### config.mk
export PLATFORM = sky130hd
export DESIGN_NAME = regfile_sequencer
export DESIGN_NICKNAME = d
export VERILOG_FILES = /design/src/rtl/regfile_seq_pkg.sv /design/src/rtl/regfile_sequencer_operand_latch.sv /design/src/rtl/regfile_sequencer.sv
export SDC_FILE = /design/constraint.sdc
export NUM_CORES = 1
export LEC_CHECK = 0
export BUFFER_PORTS_ARGS = -buffer_cell sky130_fd_sc_hd__buf_2
export CORE_UTILIZATION = 42
export CTS_BUF_LIST = sky130_fd_sc_hd__clkbuf_4
export CTS_CLUSTER_DIAMETER = 80
export DETAILED_ROUTE_END_ITERATION = 8
export PLACE_DENSITY = 0.72
export SYNTH_ARGS = -nofsm -noshare
export SYNTH_HDL_FRONTEND = slang
export SYNTH_SLANG_ARGS = --single-unit
### constraint.sdc
create_clock -name clk -period 3.65 [get_ports clk]
set_input_delay 0 -clock clk [delete_from_list [all_inputs] [get_ports clk]]
set_output_delay 0 -clock clk [all_outputs]
set_load 0.1 [all_outputs]
### src/rtl/regfile_seq_pkg.sv
// Shared types and encodings for the register-file sequencer: FSM states,
// register-file address-mux selects and default widths.
package regfile_seq_pkg;

   localparam int DEF_WIDTH     = 32;
   localparam int DEF_ADDR_BITS = 5;

   localparam logic [1:0] SEL_RS = 2'd0;
   localparam logic [1:0] SEL_RT = 2'd1;
   localparam logic [1:0] SEL_RD = 2'd2;

   typedef enum logic [2:0] {
      S_IDLE,
      S_RD_A,
      S_RD_B,
      S_OPS,
      S_WAIT_WB,
      S_WR_SETUP,
      S_WR_PULSE
   } state_t;

endpackage

### src/rtl/regfile_sequencer_operand_latch.sv
// WIDTH-wide holding register with load enable, a force-to-zero option on load
// and asynchronous clear.
module operand_latch #(
   parameter int WIDTH = 32
) (
   input  logic             clk,
   input  logic             rst_n,
   input  logic             load,
   input  logic             zero,
   input  logic [WIDTH-1:0] d,
   output logic [WIDTH-1:0] q
);

   always_ff @(posedge clk or negedge rst_n) begin
      if (!rst_n)
         q <= '0;
      else if (load)
         q <= zero ? '0 : d;
   end

endmodule

### src/rtl/regfile_sequencer.sv
// Drives a single-ported register file through its 4:1 address mux: reads rs and
// rt into operand latches, hands them off via valid/ack, then writes the result to rd.
module regfile_sequencer
   import regfile_seq_pkg::*;
#(
   parameter int WIDTH     = DEF_WIDTH,
   parameter int ADDR_BITS = DEF_ADDR_BITS
) (
   input  logic                 clk,
   input  logic                 rst_n,
   input  logic                 start,
   output logic                 ready,
   input  logic [ADDR_BITS-1:0] rs,
   input  logic [ADDR_BITS-1:0] rt,
   input  logic [ADDR_BITS-1:0] rd,
   output logic [WIDTH-1:0]     op_a,
   output logic [WIDTH-1:0]     op_b,
   output logic                 ops_valid,
   input  logic                 ops_ack,
   input  logic                 wb_valid,
   input  logic                 wb_en,
   input  logic [WIDTH-1:0]     wb_data,
   output logic [1:0]           reg_sel,
   output logic [ADDR_BITS-1:0] reg_src0,
   output logic [ADDR_BITS-1:0] reg_src1,
   output logic [ADDR_BITS-1:0] reg_src2,
   output logic [ADDR_BITS-1:0] reg_src3,
   output logic                 rf_n_oe,
   output logic                 rf_n_we,
   output logic [WIDTH-1:0]     rf_in_data,
   input  logic [WIDTH-1:0]     rf_out_data
);

   state_t state, state_next;

   always_ff @(posedge clk or negedge rst_n) begin
      if (!rst_n)
         state <= S_IDLE;
      else
         state <= state_next;
   end

   always_comb begin
      state_next = state;
      case (state)
         S_IDLE:     if (start) state_next = S_RD_A;
         S_RD_A:     state_next = S_RD_B;
         S_RD_B:     state_next = S_OPS;
         S_OPS:      if (ops_ack) state_next = S_WAIT_WB;
         S_WAIT_WB:
            if (wb_valid)
               state_next = (wb_en && (reg_src2 != '0)) ? S_WR_SETUP : S_IDLE;
         S_WR_SETUP: state_next = S_WR_PULSE;
         S_WR_PULSE: state_next = S_IDLE;
         default:    state_next = S_IDLE;
      endcase
   end

   // Outputs are pure decodes of the state register, so an async reset clears
   // RF_N_WE immediately, even mid-pulse.
   always_comb begin
      ready     = 1'b0;
      ops_valid = 1'b0;
      rf_n_oe   = 1'b1;
      rf_n_we   = 1'b1;
      reg_sel   = SEL_RS;
      case (state)
         S_IDLE:     ready = 1'b1;
         S_RD_A:     begin reg_sel = SEL_RS; rf_n_oe = 1'b0; end
         S_RD_B:     begin reg_sel = SEL_RT; rf_n_oe = 1'b0; end
         S_OPS:      ops_valid = 1'b1;
         S_WR_SETUP: reg_sel = SEL_RD;
         S_WR_PULSE: begin reg_sel = SEL_RD; rf_n_we = 1'b0; end
         default:    ;
      endcase
   end

   always_ff @(posedge clk or negedge rst_n) begin
      if (!rst_n) begin
         reg_src0 <= '0;
         reg_src1 <= '0;
         reg_src2 <= '0;
      end else if (state == S_IDLE && start) begin
         reg_src0 <= rs;
         reg_src1 <= rt;
         reg_src2 <= rd;
      end
   end

   assign reg_src3 = '0;

   // Register 0 reads as zero regardless of what the SRAM returns.
   operand_latch #(.WIDTH(WIDTH)) u_op_a (
      .clk   (clk),
      .rst_n (rst_n),
      .load  (state == S_RD_A),
      .zero  (reg_src0 == '0),
      .d     (rf_out_data),
      .q     (op_a)
   );

   operand_latch #(.WIDTH(WIDTH)) u_op_b (
      .clk   (clk),
      .rst_n (rst_n),
      .load  (state == S_RD_B),
      .zero  (reg_src1 == '0),
      .d     (rf_out_data),
      .q     (op_b)
   );

   operand_latch #(.WIDTH(WIDTH)) u_wb_data (
      .clk   (clk),
      .rst_n (rst_n),
      .load  ((state == S_WAIT_WB) && wb_valid),
      .zero  (1'b0),
      .d     (wb_data),
      .q     (rf_in_data)
   );

   a_no_oe_we_overlap: assert property (@(posedge clk) disable iff (!rst_n)
      (rf_n_we || rf_n_oe));
   a_we_targets_rd: assert property (@(posedge clk) disable iff (!rst_n)
      (!rf_n_we |-> (reg_sel == SEL_RD)));

endmodule

### Word level (Yosys, flattened, before mapping)

Cells that the tools add are included.
Widths: inputs -> output; s select.

| operators by class | value |
|---|---|
| reduce and logical (&&, ||, !) cells | 10 |
| equal/unequal tests | 9 |
| multiplexer cells | 12 |

Operators with widths:

| cell | number |
|---|---|
| $mux 32 | 2 |
| $pmux 3 s6 | 1 |
| $mux 3 | 4 |
| $logic_not 5->1 | 2 |
| $eq 3x3->1 const B | 3 |
| $eq 3x2->1 const B | 2 |
| $ne 2x2->1 const B | 3 |
| $reduce_bool 5->1 | 1 |
| $mux 1 | 4 |
| $pmux 2 s2 | 1 |
| $reduce_or 2->1 | 2 |
| $eq 3x1->1 const B | 1 |
| $logic_and 1x1->1 | 3 |
| $logic_not 3->1 | 1 |
| $reduce_and 3->1 | 1 |

| word-level totals | value |
|---|---|
| bits of input ports | 85 |
| logic and storage cells | 38 |
| output and inout bits | 122 |
| bits in registers | 114 |

### Depth between registers and ports, before layout

Gate-level depths: netlist of run 1.

| depth | value |
|---|---|
| depth after elaboration | 5 |
| depth in mapped cells | 6 |
| mapped depth without buffers | 4 |

### By module

A second synthesis of run 1 with hierarchy kept.

| second synthesis, totals | value |
|---|---|
| cell total of the unflattened synthesis | 490 |
| area, all modules | 5186.2 um^2 |

Modules (own cells, without submodules):

| module | times used | seq. area each (um^2) | area each (um^2) | cells each |
|---|---|---|---|---|
| operand_latch | 3 | 800.8 | 1407.6 | 138 |
| regfile_sequencer | 1 | 450.4 | 963.4 | 76 |

### Worst setup path after synthesis of run 1

Ideal clock, no wire load.

| path | value |
|---|---|
| path type | register to register |
| from | register state[2] |
| to | register reg_src0[1] |
| data arrival time | 2537 ps |
| buffers on the path | 2 |
| cell stages (with the launch flop) | 6 |
| path slack | 988 ps |
| clock period less this slack | 2662 ps |
| library setup time | 126 ps |
| required time | 3524 ps |
| cells stage by stage | dfrtp_1 nor3_2 and2_1 buf_2 buf_6 mux2_2 |

| between the ends | value |
|---|---|
| word-level cells in the longest chain between the ends | 2 |

RTL lines:

| what | RTL line | source |
|---|---|---|
| from (decl) | regfile_sequencer.sv:34 | `state_t state, state_next;` |
| from (signal assigned) | regfile_sequencer.sv:40 | `state <= state_next;` |
| $logic_not 3->1 | regfile_sequencer.sv:83 | `end else if (state == S_IDLE && start) begin` |
| $logic_and 1x1->1 | regfile_sequencer.sv:83 |  |
| to (signal assigned) | regfile_sequencer.sv:84 | `reg_src0 <= rs;` |
| to (decl) | regfile_sequencer.sv:24 | `output logic [ADDR_BITS-1:0] reg_src0,` |

No other way between the ends.
A chain may end at the register's enable or synchronous reset.

### Final worst setup path of run 1

| path | value |
|---|---|
| from | register state[0] |
| to | output rf_n_oe |

| between the ends | value |
|---|---|
| word-level cells in the longest chain between the ends | 3 |
| elaborated cells between the ends (all ways) | 4 |
| those cells by class | 2 x eq/ne; 1 x mux; 1 x reduce/logical |

RTL lines:

| what | RTL line | source |
|---|---|---|
| $eq 3x1->1 / $eq 3x2->1 (equally long branches) | regfile_sequencer.sv:67 | `case (state)` |
| $reduce_or 2->1 (no source line) * | n/a |  |
| $mux 1 * | regfile_sequencer.sv:67 |  |
| to (decl) | regfile_sequencer.sv:28 | `output logic rf_n_oe,` |

Every way passes the cells marked *; elsewhere a longest branch is shown, timed or not.

==> results of run 1 <==
## synth_stat cells
master | number | share of area
nor3b_2 | 1 | 0.0027
mux2_1 | 2 | 0.0048
nand2b_1 | 2 | 0.0027
nand3b_1 | 1 | 0.0016
nor4_1 | 1 | 0.0013
clkinv_4 | 1 | 0.0019
buf_2 | 10 | 0.011
mux2_2 | 46 | 0.11
a31oi_1 | 1 | 0.0013
clkbuf_1 | 3 | 0.0024
nand2_1 | 97 | 0.078
buf_6 | 7 | 0.017
xor2_1 | 1 | 0.0019
o21ai_0 | 6 | 0.0065
a221oi_1 | 2 | 0.0038
nor3_2 | 1 | 0.0022
inv_1 | 2 | 0.0016
o2bb2ai_1 | 32 | 0.060
and3b_1 | 1 | 0.0019
and2_1 | 2 | 0.0027
nor2_1 | 2 | 0.0016
nor2_2 | 2 | 0.0027
conb_1 | 1 | 0.00081
or3b_1 | 1 | 0.0019
buf_4 | 11 | 0.018
or4_1 | 3 | 0.0048
clkbuf_2 | 2 | 0.0022
nor4bb_1 | 2 | 0.0043
o21ai_1 | 28 | 0.030
a21oi_1 | 1 | 0.0011
a21o_1 | 2 | 0.0032
dfrtp_1 | 114 | 0.61
## logic make-up after synthesis
| family | after synthesis |
|---|---|
| AO/OA/AOI/OAI | 72 |
| XOR/XNOR | 1 |
| buffers and inverters | 36 |
| flip-flops | 114 |
| multiplexers | 48 |
| other | 1 |
| AND/OR/NAND/NOR | 116 |
## layer usage
| layer | vias to the layer above | track usage |
|---|---|---|
| met3 | 35 | 0.0642 |
| met1 | 1963 | 0.267 |
| met5 | - | 0 |
| li1 | 1888 | - |
| met2 | 156 | 0.387 |
| met4 | 0 | 0.110 |
## state kept, by name, summed over array words and instances, names as in the netlist
signal	cells
u_op_a.q	32
u_op_b.q	32
u_wb_data.q	32
reg_src0	5
reg_src1	5
reg_src2	5
state	3
## how the worst min path moves through the flow
stage	slack, ns	endpoint	depth (start not counted)	start
floorplan	-0.30	reg_src0[0]	0	rst_n
global placement	0.19	u_wb_data.q[7]	1	rst_n
finish	0.18	u_op_b.q[27]	2	rst_n
detailed placement	0.20	u_wb_data.q[7]	1	rst_n
global route	0.21	u_wb_data.q[4]	3	wb_data[4]
CTS	0.19	u_op_b.q[1]	2	rst_n
## cell type report
type                    count  area [sq um]
flip-flops and latches    114          2850
multi-input cells         242          1590
well taps                 140           175
clock inverters            12           164
repair buffers            291          1890
inverters                   3          16.3
clock buffers              20           150
fillers                   827          4000
## critical path, delay by kind of cell, from the launching register on
kind | cells | cell delay (ns)
buffers and inverters | 3 | 1.06
AND/OR/NAND/NOR | 2 | 0.34
flip-flops | 1 | 0.67
## placed cells by master, fill, tap and decap left out, types with 4 or more instances in the layout
master | synthesis | final
buf_2 | 10 | 200
buf_4 | 11 | 7
bufinv_16 | 0 | 4
clkbuf_4 | 0 | 20
clkinv_2 | 0 | 5
conb_1 | 1 | 5
dfrtp_1 | 114 | 114
dlygate4sd3_1 | 0 | 84
mux2_2 | 46 | 46
nand2_1 | 97 | 97
o21ai_0 | 6 | 6
o21ai_1 | 28 | 28
o2bb2ai_1 | 32 | 32
## per-stage QoR
stage / util / area (sq um) / setup WS [ns] / cells / hold WS [ns]
3_5_place_dp: 0.525 / 5690 / 1.57 / 706 / 0.202
4_1_cts: 0.631 / 6840 / 0.993 / 822 / 0.185
3_3_place_gp: 0.525 / 5690 / 1.61 / 706 / 0.187
5_1_grt: 0.631 / 6840 / 0.824 / 822 / 0.209
2_1_floorplan: - / 4670 / 0.988 / 392 / -0.296
6_report: 0.631 / 6840 / 1.04 / 822 / 0.177
==> results.cfg, run 1 <==
[cts]
cts_root_buffer = clkbuf_4
cts_hold_buf = 84
cts_buffers = 17
cts_setup_buffers = 0
clock-sinks = 114
h-tree-depth = 4
path_clk_slew_ns = 0.09
cts_tree = yes
clockBufferDepth = 2
insertion_delay_ns = 0.52
cts_resized = 0

[placed_design]
dp_hpwl_mm = 8.05
io_buffers = 201
gp_congestion = 0.815

[drt]
first_iter_violations = 228
wl_per_cell_um = 15.4
wl_met1_mm = 5.01
highest_layer = met4
wl_met3_um = 741
viasPerCell = 4.92
drt_first_pass_iters = 5
vias = 4042
ant_nets = 0
drcViolationCount = 0
dr_wl_met2_mm = 6.51
wirelength_mm = 12.7

[synth]
syn-instance-count = 388
synthMuxAreaShare = 0.116
synth_xor_area_frac = 0.00188
synth.avg_cell_area_sq_um = 12.0
yosysWarnings = 0
synth_top_family_by_area = multiplexers
ys_seq_area_frac = 0.613
yosys.area_share.simple = 0.109
synth-compound-area-share = 0.106
synthAdderAreaFrac = 0
ys_ff_latch = 114
netlist_area_sq_um = 4650
synth_cell_types = 32

[setup_path]
r2r_start = state[1]
critPathCapture = rf_n_oe
crit_path_cell_trace = or3b_1, buf_4, clkinv_4, nor2_1, buf_2
crit_required_ns = 3.65
start_kind = register
ff2ff_path_depth = 4
cp_slowest_cell = dfrtp_1
endpoint_kind = output port
cp_slowest_stage_delay_ns = 0.67
r2r-end = state[2]
path_class = register to output port
ff2ff_setup_slack_ns = 1.55
critPathMaxFanout = 34
crit_arrival_ns = 2.61
crit_path_start = state[0]

[floorplan]
io_pins = 207
start_util = 0.429
die_height_um = 107
core_sq_um = 10800
die_area_sq_um = 11500
rows = 38
die_x_um = 107

[global_route]
first_global_vias = 4022
grt_pass1_wl_mm = 19.9
antenna_found_initial = 0
grt_usage = 0.228
grt_max_degree = 78
overflow = 0

[finish]
area_delta_synth_final_pct = 47.0
drive_above_1_share = 0.425
antennaDiodeCount = 0
fin_nets = 754

[sta]
slew_viol_final = 0
worstMarginPinSlew_ns = 1.16
setup_viol = 0
rsz0062_at_grt = false
tns_ns = 0
relSlewSlack = 0.222
fin_worst_skew_ns = 0.0126
fin_crit_ns = 2.61
fin_crit_sh = 0.716
hold_viol_final = 0
max_clock_freq_mhz = 383

[run]
cap_violations = 0

[run_status]
status = complete, no violations

[worst_hold_path]
hp-class = primary input to async pin
Power of run 1 is left out: the tool's default activity adds up to more than one toggle a clock period on the data nets, which glitch-free logic cannot reach.
==> inputs of run 2 (changes only) <==
==> constraint.sdc (replaced) <==
create_clock -name clk -period 2.6 [get_ports clk]
set_input_delay 0 -clock clk [delete_from_list [all_inputs] [get_ports clk]]
set_output_delay 0 -clock clk [all_outputs]
set_load 0.1 [all_outputs]
==> run 2 against run 1 <==
First-iteration DRC count shrank 23%. Wire length grew 1.0%. Hold slack lost 0.092 ns. Sequential share of layout area is essentially flat. Critical path type unchanged. Non-clock buffer count grew 1.
==> results.cfg, run 2 (synthesized netlist as in run 1, its figures left out) <==
[drt]
viasPerCell = 4.94
drcViolationCount = 0
vias = 4064
ant_nets = 0
drt_first_pass_iters = 7
first_iter_violations = 176
wirelength_mm = 12.8
wl_per_cell_um = 15.6

[global_route]
grt_pass1_wl_mm = 19.8
grt_max_degree = 61
globalRouteMet2Util = 0.385
top_usage_layer = met2
use_met1 = 0.266
antenna_found_initial = 0
first_global_vias = 4043
met3_usage = 0.0636
overflow = 0
grt_usage = 0.227

[finish]
final_common_cell = buf_2
drive_above_1_share = 0.425
num-fill-cells = 851
reg_top3 = u_op_a.q x32, u_op_b.q x32, u_wb_data.q x32
stdcell_area_sq_um = 6840
area_delta_synth_final_pct = 46.9
mostFrequentLayoutCells = 199 x buf_2, 113 x dfrtp_1, 97 x nand2_1, 84 x dlygate4sd3_1, 46 x mux2_2
antennaDiodeCount = 0
fin_nets = 755

[setup_path]
endpoint_kind = output port
critPathCapture = reg_sel[0]
path_class = register to output port
crit_buf_inv = 2
cp_slowest_cell = dfrtp_1
crit_path_cell_trace = or3b_1, clkinv_4, buf_2
crit_required_ns = 2.60
crit_path_start = state[2]
cp.depth = 3
crit_family = buffers and inverters
cp_slowest_stage_delay_ns = 0.58
start_kind = register
ff2ff_path_depth = 4
critPathMaxFanout = 34
r2r_start = reg_src2[0]
crit_arrival_ns = 2.34
ff2ff_setup_slack_ns = 0.59
r2r-end = state[0]

[sta]
worstMarginPinSlew_ns = 0.723
max_clock_freq_mhz = 428
relSlewSlack = 0.518
fin_crit_ns = 2.34
hold_viol_final = 0
fin_worst_skew_ns = 0.0110
holdWs_ns = 0.0849
rsz0062_at_grt = false
slew_viol_final = 0
tns_ns = 0
fin_crit_sh = 0.899
setup_viol = 0

[cts]
clockBufferDepth = 2
clock-sinks = 114
h-tree-depth = 4
insertion_delay_ns = 0.50
path_clk_slew_ns = 0.11
cts_root_buffer = clkbuf_4
cts_tree = yes
cts_buffers = 17

[worst_hold_path]
hp-class = primary input to async pin

[placed_design]
gp_congestion = 0.749
dp_hpwl_mm = 7.94
postPlaceCellArea_sq_um = 5730
io_buffers = 201

[floorplan]
io_pins = 207
start_util = 0.429
die_area_sq_um = 11500
die_x_um = 107
die_height_um = 107
rows = 38
core_sq_um = 10800

[run]
cap_violations = 0

[run_status]
status = complete, no violations
-- run 2: cell count changes in the layout (fill, tap and decap cells not counted), sizes merged --
cell	change
clkinvlp	+2
bufinv	-2
buf	+1
-- run 2: worst min path at each step --
| stage | from | to | slack [ns] | cells after the start |
|---|---|---|---|---|
| finish | rst_n | u_op_b.q[8] | 0.08 | 2 |
| global route | rst_n | u_op_b.q[8] | 0.10 | 2 |
| CTS | rst_n | u_op_b.q[8] | 0.08 | 2 |
| detailed placement | rst_n | u_op_b.q[8] | 0.10 | 1 |
| global placement | rst_n | u_op_b.q[8] | 0.09 | 1 |
| floorplan | rst_n | reg_src0[0] | -0.30 | 0 |
-- run 2: timing repair --
action                                 4_1_cts  5_1_grt
setup buffers                                0        0
endpoints found under the hold margin      168        0
hold buffers                                84        0
resized for setup                            0        1
setup endpoints to repair                    0        1
-- run 2: worst register-to-register path, cell delays in order, from the launching register on --
cell and delay, ns:
dfrtp_1 0.40, or4_1 0.54, o21ai_0 0.24, a221oi_1 0.12, dlygate4sd3_1 0.60
-- run 2: per-layer routing --
layer / up-vias / part of all wire / routed length, um
met1: 1974 / 0.40 / 5130
met3: 28 / 0.055 / 699
met5: - / 0 / 0
li1: 1895 / - / -
met4: 0 / 0.027 / 349
met2: 167 / 0.52 / 6620
-- run 2: layout make-up --
| class | instances | area [sq um] | area share |
|---|---|---|---|
| Inverter | 3 | 16.3 | 0.00238 |
| Multi-Input combinational cell | 242 | 1600 | 0.233 |
| Timing Repair Buffer | 292 | 1930 | 0.282 |
| Tap cell | 140 | 175 | 0.0256 |
| Clock buffer | 20 | 150 | 0.0220 |
| Sequential cell | 114 | 2850 | 0.417 |
| Clock inverter | 12 | 116 | 0.0170 |
-- run 2: per-stage QoR --
step                      worst slack (ns)  instances   util
after floorplan                      0.289        392      -
after global placement               0.735        707  0.528
after detailed placement             0.640        707  0.528
after CTS                            0.133        823  0.631
after global routing                 0.120        823  0.631
final                                0.263        823  0.631
Power of run 2 is left out for the same reason.
==> inputs of run 3 (changes only) <==
--- a/config.mk
+++ b/config.mk
@@ -6,11 +6,12 @@
 export NUM_CORES = 1
 export LEC_CHECK = 0
 export BUFFER_PORTS_ARGS = -buffer_cell sky130_fd_sc_hd__buf_2
-export CORE_UTILIZATION = 42
+export CORE_MARGIN = 3
+export CORE_UTILIZATION = 40
 export CTS_BUF_LIST = sky130_fd_sc_hd__clkbuf_4
 export CTS_CLUSTER_DIAMETER = 80
 export DETAILED_ROUTE_END_ITERATION = 8
-export PLACE_DENSITY = 0.72
+export PLACE_DENSITY = 0.7
 export SYNTH_ARGS = -nofsm -noshare
 export SYNTH_HDL_FRONTEND = slang
 export SYNTH_SLANG_ARGS = --single-unit
==> run 3 against run 2 <==
Count of clock-buffer cells in the layout fell by 1. Core utilization fell by 0.90 points. Critical path depth did not move. Global-route usage is 1.8 points lower. Final area up 1.2%. First-iteration DRC count up 39%. Clock skew hardly changed. Fmax down 4.2%. Die area grew 13%.
==> results.cfg, run 3 (synthesized netlist as in run 1, its figures left out) <==
[sta]
relSlewSlack = 0.413
hold_viol_final = 0
fin_worst_skew_ns = 0.0114
fin_crit_ns = 2.44
max_clock_freq_mhz = 410
fin_crit_sh = 0.938
holdWs_ns = 0.137
slew_viol_final = 0
setup_viol = 0
rsz0062_at_grt = false
tns_ns = 0
worstMarginPinSlew_ns = 0.880

[global_route]
grt_usage = 0.209
overflow = 0
antenna_found_initial = 1
first_global_vias = 4237
grt_max_degree = 70
grt_pass1_wl_mm = 21.1

[run]
cap_violations = 0

[cts]
cts_tree = yes
insertion_delay_ns = 0.53
path_clk_slew_ns = 0.11
cts_buffers = 17
clock-sinks = 114
cts_root_buffer = clkbuf_4
cts_setup_buffers = 0
cts_resized = 0
clockBufferDepth = 2
h-tree-depth = 4

[floorplan]
core_sq_um = 11100
start_util = 0.418
rows = 38
die_area_sq_um = 13000
io_pins = 207
die_x_um = 114
die_height_um = 114

[drt]
wl_per_cell_um = 16.1
wl_met1_mm = 5.10
wl_met3_um = 799
first_iter_violations = 244
vias = 4004
drt_first_pass_iters = 4
ant_nets = 0
drcViolationCount = 0
highest_layer = met4
wirelength_mm = 13.3
viasPerCell = 4.86
dr_wl_met2_mm = 6.79

[finish]
area_delta_synth_final_pct = 48.6
drive_above_1_share = 0.422
final_common_cell = buf_2
num-fill-cells = 871
mostFrequentLayoutCells = 199 x buf_2, 114 x dfrtp_1, 97 x nand2_1, 84 x dlygate4sd3_1, 46 x mux2_2
reg_top3 = u_op_a.q x32, u_op_b.q x32, u_wb_data.q x32
fin_nets = 755

[setup_path]
critPathMaxFanout = 34
crit_arrival_ns = 2.44
crit_required_ns = 2.60
endpoint_kind = output port
start_kind = register
path_class = register to output port

[placed_design]
dp_hpwl_mm = 8.39
io_buffers = 201
gp_congestion = 0.863

[worst_hold_path]
hp-class = primary input to async pin

[run_status]
status = complete, no violations
run 3: changes by cell type in the layout (fill, tap and decap cells not counted):
cell,change
bufinv_16,+3
clkinvlp_4,-2
buf_12,+1
buf_4,-1
clkbuf_4,-1
clkinv_1,+1
clkinv_2,-1
dfrtp_1,+1
dfrtp_2,-1
diode_2,+1
run 3: metal layers:
metal / track usage / up-vias
li1: - / 1885
met1: 0.236 / 1917
met2: 0.359 / 155
met3: 0.0520 / 47
met4: 0.122 / 0
met5: 0 / -
run 3: critical path: stages (launching register included):
cell and delay (ns):
dfrtp_1 0.72, or3b_1 0.47, clkinv_4 0.22, buf_2 0.48
run 3: path summary, 6_finish.rpt:
| check | from | to | slack [ns] | depth (start not counted) |
|---|---|---|---|---|
| max in group asynchronous | rst_n | u_wb_data.q[11] | 1.69 | 3 |
| min | rst_n | u_op_b.q[24] | 0.14 | 2 |
| max reg2reg | state[1] | state[0] | 0.55 | 4 |
| max | state[1] | reg_sel[0] | 0.16 | 3 |
| min reg2reg | u_op_b.q[12] | u_op_b.q[12] | 0.49 | 2 |
| min in group clk | rt[1] | reg_src1[1] | 0.23 | 3 |
run 3: final cells by class:
type	count	area, sq um	area share
inverters	3	16.3	0.00235
clock buffers	19	143	0.0206
diodes	1	2.50	0.000362
well taps	140	175	0.0253
flip-flops and latches	114	2850	0.412
clock inverters	13	190	0.0275
multi-input cells	242	1600	0.231
repair buffers	292	1940	0.281
run 3: stage by stage:
stage | utilization | cell area [sq um] | worst slack [ns] | cells
finish | 0.622 | 6920 | 0.161 | 824
detailed placement | 0.516 | 5740 | 0.658 | 707
floorplan | - | 4680 | 0.289 | 392
CTS | 0.621 | 6910 | 0.123 | 823
global route | 0.622 | 6920 | 0.000213 | 824
global placement | 0.516 | 5740 | 0.750 | 707
run 3: what timing repair did:
action | 4_1_cts | 5_1_grt
hold buffers | 84 | 0
endpoints found under the hold margin | 182 | 0
setup endpoints to repair | 0 | 0
Power of run 3 is left out for the same reason.
